<file path="src/rtl/ipml_fifo_wr_arbiter_pkg.sv">
// Shared FSM encodings and width helpers for the FIFO write arbiter.
// Imported by the arbiter top and its round-robin picker.
package ipml_fifo_wr_arbiter_pkg;

  localparam logic [0:0] ST_IDLE = 1'b0;
  localparam logic [0:0] ST_BUSY = 1'b1;

  function automatic int clog2(input int v);
    int r;
    r = 0;
    while ((1 << r) < v) r++;
    return r;
  endfunction

  function automatic int idx_w(input int n);
    return (clog2(n) < 1) ? 1 : clog2(n);
  endfunction

endpackage

</file>
<file path="src/rtl/ipml_fifo_wr_arbiter_if.sv">
// Requester beats in, one FIFO write port out.
// master: producers + FIFO side; slave: the arbiter.
interface ipml_fifo_wr_arbiter_if #(
  parameter int N_REQ  = 4,
  parameter int DATA_W = 32
);

  logic [N_REQ-1:0]        req_valid;
  logic [N_REQ*DATA_W-1:0] req_data;
  logic [N_REQ-1:0]        req_last;
  logic [N_REQ-1:0]        req_ready;
  logic [DATA_W-1:0]       fifo_wr_data;
  logic                    fifo_wr_en;
  logic                    fifo_wr_vld;

  modport master (
    output req_valid, req_data, req_last,
    output fifo_wr_vld,
    input  req_ready, fifo_wr_data, fifo_wr_en
  );

  modport slave (
    input  req_valid, req_data, req_last,
    input  fifo_wr_vld,
    output req_ready, fifo_wr_data, fifo_wr_en
  );

endinterface

</file>
<file path="src/rtl/ipml_fifo_wr_arbiter_rr.sv">
// Combinational rotate-priority picker: first set req bit at or after ptr.
// Ports: req, ptr in; one-hot gnt and encoded idx out.
module ipml_rr_arbiter
  import ipml_fifo_wr_arbiter_pkg::*;
#(
  parameter  int N_REQ = 4,
  localparam int GW    = idx_w(N_REQ)
) (
  input  logic [N_REQ-1:0] req,
  input  logic [GW-1:0]    ptr,
  output logic [N_REQ-1:0] gnt,
  output logic [GW-1:0]    idx
);

  // Scan from the far end back to ptr so the nearest hit is written last.
  always_comb begin
    int p;
    logic [GW-1:0] pi;
    gnt = '0;
    idx = '0;
    for (int k = N_REQ - 1; k >= 0; k--) begin
      p = int'(ptr) + k;
      if (p >= N_REQ) p = p - N_REQ;
      pi = GW'(p);
      if (req[pi]) begin
        gnt     = '0;
        gnt[pi] = 1'b1;
        idx     = pi;
      end
    end
  end

endmodule

</file>
<file path="src/rtl/ipml_fifo_wr_arbiter.sv">
// Round-robin, packet-locked arbiter for a shared FIFO write port.
// Ports: clk, rst_n, bus (slave), grant_id, busy, burst_cut.
module ipml_fifo_wr_arbiter
  import ipml_fifo_wr_arbiter_pkg::*;
#(
  parameter  int N_REQ     = 4,
  parameter  int DATA_W    = 32,
  parameter  int BURST_MAX = 256,
  localparam int GW        = idx_w(N_REQ),
  localparam int CW        = clog2(BURST_MAX + 1)
) (
  input  logic                         clk,
  input  logic                         rst_n,
  ipml_fifo_wr_arbiter_if.slave        bus,
  output logic [GW-1:0]                grant_id,
  output logic                         busy,
  output logic                         burst_cut
);

  logic [0:0]       state;
  logic [GW-1:0]    rr_ptr;
  logic [CW-1:0]    beat_cnt;
  logic [N_REQ-1:0] grant_oh;

  logic [N_REQ-1:0] pick_oh;
  logic [GW-1:0]    pick_idx;
  logic [GW-1:0]    next_ptr;
  logic             g_valid;
  logic             g_last;
  logic             accept;
  logic             at_max;
  logic             rel;

  ipml_rr_arbiter #(
    .N_REQ (N_REQ)
  ) u_rr (
    .req (bus.req_valid),
    .ptr (rr_ptr),
    .gnt (pick_oh),
    .idx (pick_idx)
  );

  assign busy    = (state == ST_BUSY);
  assign g_valid = |(grant_oh & bus.req_valid);
  assign g_last  = |(grant_oh & bus.req_last);
  assign accept  = busy & g_valid & bus.fifo_wr_vld;
  assign at_max  = (beat_cnt == CW'(BURST_MAX - 1));
  assign rel     = accept & (g_last | at_max);

  // Ready follows FIFO space only, never the requester's valid.
  assign bus.req_ready  = grant_oh & {N_REQ{busy & bus.fifo_wr_vld}};
  assign bus.fifo_wr_en = accept;

  assign next_ptr = (int'(grant_id) == N_REQ - 1) ?
                    '0 : grant_id + GW'(1);

  always_comb begin
    bus.fifo_wr_data = '0;
    for (int i = 0; i < N_REQ; i++) begin
      if (grant_id == GW'(i))
        bus.fifo_wr_data = bus.req_data[i*DATA_W +: DATA_W];
    end
  end

  always_ff @(posedge clk or negedge rst_n) begin
    if (!rst_n) begin
      state     <= ST_IDLE;
      rr_ptr    <= '0;
      grant_id  <= '0;
      grant_oh  <= '0;
      beat_cnt  <= '0;
      burst_cut <= 1'b0;
    end else begin
      burst_cut <= 1'b0;
      unique case (state)
        ST_IDLE: begin
          if (|bus.req_valid) begin
            state    <= ST_BUSY;
            grant_id <= pick_idx;
            grant_oh <= pick_oh;
            beat_cnt <= '0;
          end
        end
        ST_BUSY: begin
          if (rel) begin
            state     <= ST_IDLE;
            rr_ptr    <= next_ptr;
            beat_cnt  <= '0;
            burst_cut <= ~g_last;
          end else if (accept) begin
            beat_cnt <= beat_cnt + CW'(1);
          end
        end
      endcase
    end
  end

endmodule

</file>
<file path="src/flat_wrapper.sv">
// flat-port wrapper written by rule: the top's interface ports become plain ports
module ipml_fifo_wr_arbiter_flat import ipml_fifo_wr_arbiter_pkg::*;
#(
  parameter  int N_REQ     = 4,
  parameter  int DATA_W    = 32,
  parameter  int BURST_MAX = 256,
  localparam int GW        = idx_w(N_REQ),
  localparam int CW        = clog2(BURST_MAX + 1)
)
  (clk, rst_n, grant_id, busy, burst_cut, bus_req_valid, bus_req_data, bus_req_last, bus_fifo_wr_vld, bus_req_ready, bus_fifo_wr_data, bus_fifo_wr_en);
  ipml_fifo_wr_arbiter_if #(.N_REQ(N_REQ), .DATA_W(DATA_W)) bus_i ();
  input  logic clk;
  input  logic rst_n;
  output logic [GW-1:0] grant_id;
  output logic busy;
  output logic burst_cut;
  input wire logic [$bits(bus_i.req_valid)-1:0] bus_req_valid;
  input wire logic [$bits(bus_i.req_data)-1:0] bus_req_data;
  input wire logic [$bits(bus_i.req_last)-1:0] bus_req_last;
  input wire logic [$bits(bus_i.fifo_wr_vld)-1:0] bus_fifo_wr_vld;
  output wire logic [$bits(bus_i.req_ready)-1:0] bus_req_ready;
  output wire logic [$bits(bus_i.fifo_wr_data)-1:0] bus_fifo_wr_data;
  output wire logic [$bits(bus_i.fifo_wr_en)-1:0] bus_fifo_wr_en;
  assign bus_i.req_valid = bus_req_valid;
  assign bus_i.req_data = bus_req_data;
  assign bus_i.req_last = bus_req_last;
  assign bus_i.fifo_wr_vld = bus_fifo_wr_vld;
  assign bus_req_ready = bus_i.req_ready;
  assign bus_fifo_wr_data = bus_i.fifo_wr_data;
  assign bus_fifo_wr_en = bus_i.fifo_wr_en;
  ipml_fifo_wr_arbiter #(.N_REQ(N_REQ), .DATA_W(DATA_W), .BURST_MAX(BURST_MAX)) u_core (.clk(clk), .rst_n(rst_n), .bus(bus_i), .grant_id(grant_id), .busy(busy), .burst_cut(burst_cut));
endmodule
</file>
<file path="config.mk">
export PLATFORM = sky130hd
export DESIGN_NAME = ipml_fifo_wr_arbiter_flat
export DESIGN_NICKNAME = d
export VERILOG_FILES = /design/src/rtl/ipml_fifo_wr_arbiter_pkg.sv /design/src/rtl/ipml_fifo_wr_arbiter_if.sv /design/src/rtl/ipml_fifo_wr_arbiter_rr.sv /design/src/rtl/ipml_fifo_wr_arbiter.sv /design/src/flat_wrapper.sv
export SDC_FILE = /design/constraint.sdc
export NUM_CORES = 1
export LEC_CHECK = 0
export BUFFER_PORTS_ARGS = -buffer_cell sky130_fd_sc_hd__buf_2
export CAP_MARGIN = 20
export CORE_MARGIN = 2
export CORE_UTILIZATION = 39
export CTS_BUF_LIST = sky130_fd_sc_hd__clkbuf_8
export DETAILED_ROUTE_END_ITERATION = 16
export PLACE_DENSITY = 0.89
export SYNTH_ARGS = -nofsm -noshare
export SYNTH_HDL_FRONTEND = slang
export SYNTH_HIERARCHICAL = 1
export SYNTH_SLANG_ARGS = --single-unit
</file>
<file path="constraint.sdc">
create_clock -name clk -period 2.55 [get_ports clk]
set_input_delay 0.1275 -clock clk [delete_from_list [all_inputs] [get_ports clk]]
set_output_delay 0.1275 -clock clk [all_outputs]
set_load 0.02 [all_outputs]
</file>
==> results.md, run 1 <==
* Starting density of the core at 40.6%
* Share of power burned in the clock network at 4.9%
* Storage cell area at 475 µm²
* # diodes at 0
* Cell family with most CP delay: multiplexers
* H-tree depth at 1
* GP Congestion at 0.876
* Top FF cell, synth: dfrtp_1
* Setup Viol. Count Final at 0
* Number of global-route vias before repair at 3,048
* Setup_tns at 0 ns
* FILL cells at 604
* NumNets Final at 690
* Core footprint at 6390 µm²
* Hold_buf cts at 1
* Final Slew Violations at 0
* Maximum buffer depth of the clock tree at 2
* Synth Warn # at 6
* Most common cell after layout, fill and taps aside: buf_2
* Skew final at 0.00418 ns
* # clock sinks at 19
* Top-Level Pins at 180
* Die width at 85.5 µm
* Sequential Power Share at 13.0%
* Layout cells sized above 1 at 38.8%
* Routed len/inst at 15.0 µm
* Critical Path RT at 2.75 ns
* CP max stage delay at 0.54 ns
* Cells along the critical path: inv_1, ha_1, mux4_2, or4_1, a21o_1, o211ai_1, mux2_2
* HPWL Detailed at 7220 µm
* Post-synthesis register bit count at 19
* Distinct cells, synth at 51
* Final WL at 9210 µm
* First-pass GRT wire length at 14,200 µm
* Commonest non-fill, non-tap cells in the layout: buf_2 (179), nand2_1 (65), a21oi_1 (54), o21ai_0 (31), nand3b_1 (26)
* Register area share after synthesis at 18.3%
* Leakage at 1.75 nW
* Residual DRC count at 0
* Fmax at 442 MHz
* CP max stage cell: or4_1
* Internal power at 1.87 mW
* Arrival time worst endpoint at 2.46 ns
* Crit Path Class: reg2reg
* Fin crit period at 2.26 ns
* GRT Overall Usage at 23.1%
* Worst slew pin tran at 0.616 ns
* MaxCap Viol Count at 0
* Worst-path clk slew at 0.08 ns
* Rows at 29
* Final ANT Viol Nets at 0
* Gate power share at 82.2%
* Skew-Pair Late Insertion Delay at 0.25 ns
* Asr flop ratio synth at 100%
* Largest cells by area after synthesis: dfrtp_1 (18%), a21oi_1 (10%), nand2_1 (9.4%)
* Crit-path max FO at 8
* Switching share of power at 56.4%
* Synth-to-Final Area Change at 38.8%
* EDFF count, synth at 0
* Drt pass-1 iters at 5
* Psw at 2.42 mW
* Synthesized area per cell at 7.00 µm²
* Post-CTS Repair Setup Buffers at 0
* Synth top area share at 18.3%
* Via Count at 3,404
* Cell Pwr Density at 1190 nW/µm²
* RSZ-0062 raised after global routing: false
* Synth area leader: dfrtp_1
* Post-Syn Instances at 370
* Largest net degree at the start of global routing at 65
* Total congestion overflow at 0
* Status: complete, no violations
* Die span in y at 85.5 µm
* Worst Path Buf+Inv at 1
* Final hold vios at 0
* # resized after CTS at 0
* Mapped Area at 2590 µm²
* Final period utilization at 88.7%
* Die ar. at 7310 µm²
* Antenna violations before repair at 0
* Root Driver: clkbuf_8
* Critical Path Source Type: flop
* Worst slew margin at 58.9%
* Synth Net Count at 523
* Multi-input gate area at 1940 µm²
* CTS tree: yes
* Initial DRC Count at 152
* Tot Pwr at 4.29 mW
* Tightest Hold Check Type: in2reg
* Critical path endpoint category: flop
* Peak supply drop at 648 µV
* PortBufs at 179
* Cts bufs inserted at 3
* Vias per std cell at 5.55
## registers in the layout, summed over array words and instances, names as in the netlist
signal and count:
u_core/beat_cnt 9, u_core/rr_ptr 2, u_core/grant_id 2, u_core/busy 1, u_core/burst_cut 1, u_core/grant_oh 4
## cell families (layout without fill, tap and decap cells)
logic type	count (synthesis)	count (layout)	synth area share, %
and+or+nand+nor	151	151	31.0
AOI/OAI and AO/OA	132	132	30.0
adders and majority gates	14	14	6.76
DFF	19	19	18.3
buffers and inverters	40	206	7.05
muxes	14	14	6.90
## cell type report
class                           instances  area share [%]
Tap cell                               77            2.68
Clock buffer                            3            1.15
Multi-Input combinational cell        311            53.9
Inverter                               11            1.15
Sequential cell                        19            13.2
Clock inverter                          1           0.104
Timing Repair Buffer                  191            27.8
## worst paths after layout
path                                     from                  to  slack, ns  cells after the start
max                          u_core/rr_ptr[0]  u_core/grant_oh[1]       0.29                      7
min                           bus_req_last[1]    u_core/burst_cut       0.25                      3
min reg2reg                u_core/grant_oh[0]  u_core/grant_oh[0]       0.56                      1
max reg2reg                  u_core/rr_ptr[0]  u_core/grant_oh[1]       0.29                      7
min in group asynchronous               rst_n  u_core/beat_cnt[3]       0.36                      2
max in group asynchronous               rst_n  u_core/beat_cnt[5]       1.87                      2
## worst min-delay path, stage by stage
cell and delay [ns]:
buf_2 0.08, a22o_1 0.19, nor4_1 0.08
## cell usage after synthesis, types with 2 or more instances
master,n
nand2_1,65
a21oi_1,54
o21ai_0,31
nand3b_1,26
dfrtp_1,19
clkbuf_1,17
nand3_1,15
ha_1,14
inv_1,10
nor2b_1,9
buf_2,8
nand4_1,8
a221oi_1,7
nor2_1,7
o31ai_1,7
a22oi_1,5
a31oi_1,5
and3_1,5
mux2_1,5
o21ai_1,5
mux2i_1,4
o211ai_1,4
a21o_1,3
mux2_2,3
nor3_1,3
a22o_1,2
buf_4,2
buf_6,2
nor2_2,2
o22ai_1,2
## per-layer routing
layer	GRT usage [%]	up-vias	share of wire, %
met1	30.2	1557	41
met3	2.02	18	6.7
li1	-	1688	-
met5	0	-	0
met2	41.1	141	50
met4	5.48	0	1.8
## power by group through the flow
stage	logic, mW	clock network [mW]	registers [mW]
floorplan	2.48	0	0.565
global placement	3.43	0	0.548
detailed placement	3.49	0	0.558
CTS	3.51	0.214	0.553
global route	3.85	0.222	0.576
finish	3.52	0.209	0.556
## per-stage QoR
stage / instances / setup WS (ns) / hold slack, ns / util (%) / area (µm²)
floorplan: 370 / 0.166 / -0.168 / - / 2590
global placement: 608 / 0.396 / 0.0932 / 55.5 / 3540
detailed placement: 608 / 0.306 / 0.105 / 55.5 / 3540
CTS: 613 / 0.281 / 0.252 / 56.3 / 3600
global route: 613 / 0.162 / 0.274 / 56.3 / 3600
finish: 613 / 0.288 / 0.254 / 56.3 / 3600
No activity file was read; power rests on OpenSTA's default activity.
==> inputs of run 2 (changes only) <==
--- a/config.mk
+++ b/config.mk
@@ -8,10 +8,12 @@
 export BUFFER_PORTS_ARGS = -buffer_cell sky130_fd_sc_hd__buf_2
 export CAP_MARGIN = 20
 export CORE_MARGIN = 2
-export CORE_UTILIZATION = 39
+export CORE_UTILIZATION = 47
 export CTS_BUF_LIST = sky130_fd_sc_hd__clkbuf_8
 export DETAILED_ROUTE_END_ITERATION = 16
-export PLACE_DENSITY = 0.89
+export MAX_ROUTING_LAYER = met4
+export PLACE_DENSITY = 0.95
+export SKIP_LAST_GASP = 1
 export SYNTH_ARGS = -nofsm -noshare
 export SYNTH_HDL_FRONTEND = slang
 export SYNTH_HIERARCHICAL = 1
==> constraint.sdc (replaced) <==
create_clock -name clk -period 2.8 [get_ports clk]
set_input_delay 0.14 -clock clk [delete_from_list [all_inputs] [get_ports clk]]
set_output_delay 0.14 -clock clk [all_outputs]
set_load 0.02 [all_outputs]
==> run 2 against run 1 <==
Setup slack better by 0.14 ns. Utilization up 9.9 points. Cell count down 1.5%. Flip-flop and latch count stayed put. Total power shrank 8.5%. Die area decreased by 16%. Highest routed layer unchanged. Via count rose by 4.1%. Hold slack improved by 0.018 ns. Critical path depth rose by 1.
==> results.md, run 2 (synthesized netlist as in run 1, its figures left out) <==
* Critical path endpoint category: output pin
* Drt pass-1 iters at 6
* Top reg by flops: u_core/beat_cnt
* Core footprint at 5410 µm²
* Skew-Pair Late Insertion Delay at 0.25 ns
* Antenna violations before repair at 0
* Vias per std cell at 5.87
* Via Count at 3,545
* Initial DRC Count at 221
* Top-Level Pins at 180
* Critical Path Source Type: flop
* Final hold vios at 0
* Reg2reg path depth at 7
* Die span in y at 78.3 µm
* Hold EP: u_core/burst_cut
* # clock sinks at 19
* NumNets Final at 686
* Critical Path RT at 2.66 ns
* Layout cells sized above 1 at 38.7%
* Commonest non-fill, non-tap cells in the layout: buf_2 (179), nand2_1 (65), a21oi_1 (54), o21ai_0 (31), nand3b_1 (26)
* Arrival time worst endpoint at 2.23 ns
* Final period utilization at 84.6%
* Fmax at 422 MHz
* H-tree depth at 1
* R2R setup slack at 0.49 ns
* RSZ-0062 raised after global routing: false
* Largest net degree at the start of global routing at 56
* Crit-path max FO at 51
* Routed len/inst at 15.4 µm
* CTS tree: yes
* # resized after CTS at 0
* Final Slew Violations at 0
* Crit Path Class: reg2out
* Post-CTS Repair Setup Buffers at 0
* PortBufs at 179
* MaxCap Viol Count at 0
* Cts bufs inserted at 3
* Peak supply drop at 566 µV
* Synth-to-Final Area Change at 38.0%
* Root Driver: clkbuf_8
* GP Congestion at 0.923
* Residual DRC count at 0
* # diodes at 0
* Rows at 27
* Final WL at 9280 µm
* Fin crit period at 2.37 ns
* Worst slew pin tran at 0.664 ns
* Setup Viol. Count Final at 0
* Tightest Hold Check Type: in2reg
* RR Endpoint: u_core/grant_oh[1]
* Skew final at 0.000692 ns
* WHS at 0.271 ns
* First-pass GRT wire length at 14,500 µm
* Number of global-route vias before repair at 3,177
* Top flop regs: u_core/beat_cnt (9), u_core/grant_oh (4)
* Hold Startpoint: bus_req_last[3]
* Worst slew margin at 54.5%
* Cell Pwr Density at 1100 nW/µm²
* Worst r2r src: u_core/rr_ptr[0]
* Setup_tns at 0 ns
* Max reg flops at 9
* GRT Overall Usage at 29.1%
* Die ar. at 6120 µm²
* Leakage at 1.73 nW
* Final ANT Viol Nets at 0
* Total congestion overflow at 0
* Hold_buf cts at 1
* Hold depth at 3
* Maximum buffer depth of the clock tree at 2
* Die width at 78.3 µm
* Worst-path clk slew at 0.07 ns
* Most common cell after layout, fill and taps aside: buf_2
* Status: complete, no violations
* Starting density of the core at 47.9%
* HPWL Detailed at 7070 µm
[run 2: changes by cell type in the layout (fill, tap and decap cells not counted), sizes merged]
| cell | before | now |
|---|---|---|
| inv | 12 | 11 |
| buf | 190 | 186 |
| clkinv | 0 | 1 |
[run 2: metrics by stage]
stage               cell area (µm²)  instances  utilization, %  total power [mW]  setup slack (ns)
CTS                            3580        604            66.2              3.88             0.459
detailed placement             3520        599            65.1              3.67             0.532
finish                         3580        604            66.2              3.93             0.430
global route                   3580        604            66.2              4.23             0.276
floorplan                      2590        370               -              2.77             0.416
global placement               3520        599            65.1              3.56             0.584
[run 2: area by class of cell]
| type | instances | area [µm²] |
|---|---|---|
| multi-input cells | 311 | 1940 |
| clock inverters | 1 | 5.00 |
| clock buffers | 3 | 41.3 |
| repair buffers | 187 | 983 |
| fillers | 456 | 1830 |
| inverters | 11 | 41.3 |
| flip-flops and latches | 19 | 475 |
| well taps | 72 | 90.1 |
[run 2: how the worst max path moves through the flow]
stage                                endpoint  slack [ns]  depth (start not counted)                from
after floorplan            u_core/grant_oh[1]        0.42                          8    u_core/rr_ptr[1]
after global placement     u_core/grant_oh[1]        0.58                          7    u_core/rr_ptr[0]
after detailed placement   u_core/grant_oh[1]        0.53                          7    u_core/rr_ptr[0]
after CTS                 bus_fifo_wr_data[9]        0.46                          8  u_core/grant_id[1]
after global routing      bus_fifo_wr_data[9]        0.28                          8  u_core/grant_id[1]
final                     bus_fifo_wr_data[9]        0.43                          8  u_core/grant_id[1]
[run 2: where the power goes]
part           switching, mW  internal (mW)  total (mW)
sequential             0.133          0.382       0.515
combinational           2.01           1.21        3.22
clock                 0.0908         0.0988       0.190
total                   2.24           1.69        3.93
[run 2: routing by layer]
metal / GRT usage [%] / vias up / routed length, µm
met5: - / - / 0
met4: 11.2 / 0 / 293
met3: 5.06 / 39 / 865
met2: 49.9 / 215 / 4500
met1: 34.0 / 1611 / 3620
li1: - / 1680 / -
[run 2: worst max-delay path: stages (launching register included)]
cell and delay (ns):
dfrtp_1 0.42, inv_1 0.11, ha_2 0.26, buf_4 0.40
nand2_1 0.11, a21oi_1 0.20, a21oi_1 0.10, o21ai_0 0.19
buf_2 0.19
==> inputs of run 3 (changes only) <==
--- a/config.mk
+++ b/config.mk
@@ -8,11 +8,11 @@
 export BUFFER_PORTS_ARGS = -buffer_cell sky130_fd_sc_hd__buf_2
 export CAP_MARGIN = 20
 export CORE_MARGIN = 2
-export CORE_UTILIZATION = 47
+export CORE_UTILIZATION = 43
 export CTS_BUF_LIST = sky130_fd_sc_hd__clkbuf_8
 export DETAILED_ROUTE_END_ITERATION = 16
 export MAX_ROUTING_LAYER = met4
-export PLACE_DENSITY = 0.95
+export PLACE_DENSITY = 0.93
 export SKIP_LAST_GASP = 1
 export SYNTH_ARGS = -nofsm -noshare
 export SYNTH_HDL_FRONTEND = slang
==> constraint.sdc (replaced) <==
create_clock -name clk -period 2.3 [get_ports clk]
set_input_delay 0.115 -clock clk [delete_from_list [all_inputs] [get_ports clk]]
set_output_delay 0.115 -clock clk [all_outputs]
set_load 0.02 [all_outputs]
==> run 3 against run 2 <==
Largest cell class unchanged. Total power grew 25%. First-iteration DRC count down 32%. Sequential power increased by 21%. Highest routed layer unchanged. Largest power group unchanged.
==> results.md, run 3 (synthesized netlist as in run 1, its figures left out) <==
* Worst slew margin at 68.2%
* Routed len/inst at 14.6 µm
* # diodes at 0
* Share of power burned in the clock network at 5.0%
* Setup_tns at 0 ns
* Most common cell after layout, fill and taps aside: buf_2
* Layout cells sized above 1 at 40.3%
* Starting density of the core at 44.0%
* Worst-path clk slew at 0.08 ns
* Final period utilization at 95.9%
* Rows at 28
* Critical Path Source Type: flop
* Psw at 2.72 mW
* Cts bufs inserted at 3
* Number of global-route vias before repair at 2,949
* First-pass GRT wire length at 12,800 µm
* Setup Viol. Count Final at 0
* Top flop regs: u_core/beat_cnt (9), u_core/grant_oh (4)
* Critical Path RT at 2.51 ns
* Crit-path max FO at 8
* WHS at 0.230 ns
* Commonest non-fill, non-tap cells in the layout: buf_2 (179), nand2_1 (65), a21oi_1 (54), o21ai_0 (31), nand3b_1 (26)
* CTS tree: yes
* Gate power share at 82.3%
* Final WL at 8910 µm
* Final Slew Violations at 0
* Top reg by flops: u_core/beat_cnt
* Skew-Pair Late Insertion Delay at 0.26 ns
* RSZ-0062 raised after global routing: true
* Final instance area at 3660 µm²
* Maximum buffer depth of the clock tree at 2
* Largest net degree at the start of global routing at 52
* Final non-filler cell total at 611
* Cell Pwr Density at 1340 nW/µm²
* Sequential Power Share at 12.7%
* Residual DRC count at 0
* Final hold vios at 0
* H-tree depth at 1
* Post-CTS Repair Setup Buffers at 0
* Top-Level Pins at 180
* Final ANT Viol Nets at 0
* Cells along the critical path: inv_4, ha_4, mux4_2, or4_1, a21o_1, o211ai_1, mux2_4
* PortBufs at 179
* Tightest Hold Check Type: in2reg
* Skew final at 0.00268 ns
* Switching share of power at 55.6%
* Arrival time worst endpoint at 2.42 ns
* NumNets Final at 690
* Core footprint at 5890 µm²
* Leakage at 1.76 nW
* CP max stage delay at 0.56 ns
* GRT Overall Usage at 24.5%
* Synth-to-Final Area Change at 41.3%
* Drt pass-1 iters at 5
* Antenna violations before repair at 0
* Post-route core utilization at 62.2%
* GP Congestion at 0.939
* Worst slew pin tran at 0.464 ns
* Total congestion overflow at 0
* Status: complete, no violations
* Die ar. at 6660 µm²
* Max reg flops at 9
* Vias per std cell at 5.58
* Crit Path Class: reg2reg
* Internal power at 2.18 mW
* MaxCap Viol Count at 0
* Post-DP Area at 3590 µm²
* Placed insts at 606
* # clock sinks at 19
* Initial DRC Count at 150
* Peak supply drop at 779 µV
* Critical path endpoint category: flop
* Root Driver: clkbuf_8
* Fin crit period at 2.21 ns
* Die width at 81.6 µm
* CP max stage cell: or4_1
* Die span in y at 81.6 µm
* Fmax at 454 MHz
* Via Count at 3,411
* HPWL Detailed at 6850 µm
## run 3: worst paths after layout
kind	start	endpoint	slack, ns	cells after the start
min	bus_req_last[1]	u_core/burst_cut	0.23	3
min in group asynchronous	rst_n	u_core/beat_cnt[8]	0.32	2
min reg2reg	u_core/beat_cnt[3]	u_core/beat_cnt[3]	0.54	1
max reg2reg	u_core/rr_ptr[0]	u_core/grant_oh[1]	0.09	7
max in group asynchronous	rst_n	u_core/rr_ptr[0]	1.66	2
max	u_core/rr_ptr[0]	u_core/grant_oh[1]	0.09	7
## run 3: area by class of cell
| class | instances | area [µm²] |
|---|---|---|
| fillers | 507 | 2220 |
| multi-input cells | 311 | 1970 |
| repair buffers | 191 | 1030 |
| flip-flops and latches | 19 | 478 |
| well taps | 75 | 93.8 |
| inverters | 11 | 43.8 |
| clock buffers | 3 | 41.3 |
| clock inverters | 1 | 5.00 |
## run 3: routing by layer
layer / up-vias / track usage, % / wire, µm
met5: - / - / 0
met3: 28 / 3.19 / 704
met4: 0 / 8.50 / 195
met2: 170 / 42.7 / 4370
met1: 1528 / 29.2 / 3640
li1: 1685 / - / -
## run 3: power by group through the flow
stage          Combinational [mW]  Sequential [mW]  Clock, mW
2_1_floorplan                2.79            0.630          0
3_3_place_gp                 3.85            0.608          0
3_5_place_dp                 3.95            0.618          0
4_1_cts                      3.97            0.612      0.248
5_1_grt                      4.39            0.644      0.263
6_report                     4.03            0.623      0.246
## run 3: critical path, delay by kind of cell, from the launching register on
family,cells,cell delay (ns)
flops,1,0.43
compound gates,2,0.24
buf+inv,1,0.05
fa+ha+maj,1,0.30
simple gates,1,0.56
mux,2,0.56
## run 3: through the flow
step                      total power [mW]  worst slack [ns]
after floorplan                       3.42           0.00400
after CTS                             4.83            0.0348
final                                 4.90            0.0949
after global routing                  5.30           -0.0177
after detailed placement              4.57             0.101
after global placement                4.46             0.152
## run 3: timing repair
| item | 4_1_cts | 5_1_grt |
|---|---|---|
| gates resized for setup | 1 | 3 |
| endpoints found under the hold margin | 19 | 0 |
| endpoints found under the setup margin | 1 | 24 |
| hold buffers | 1 | 0 |
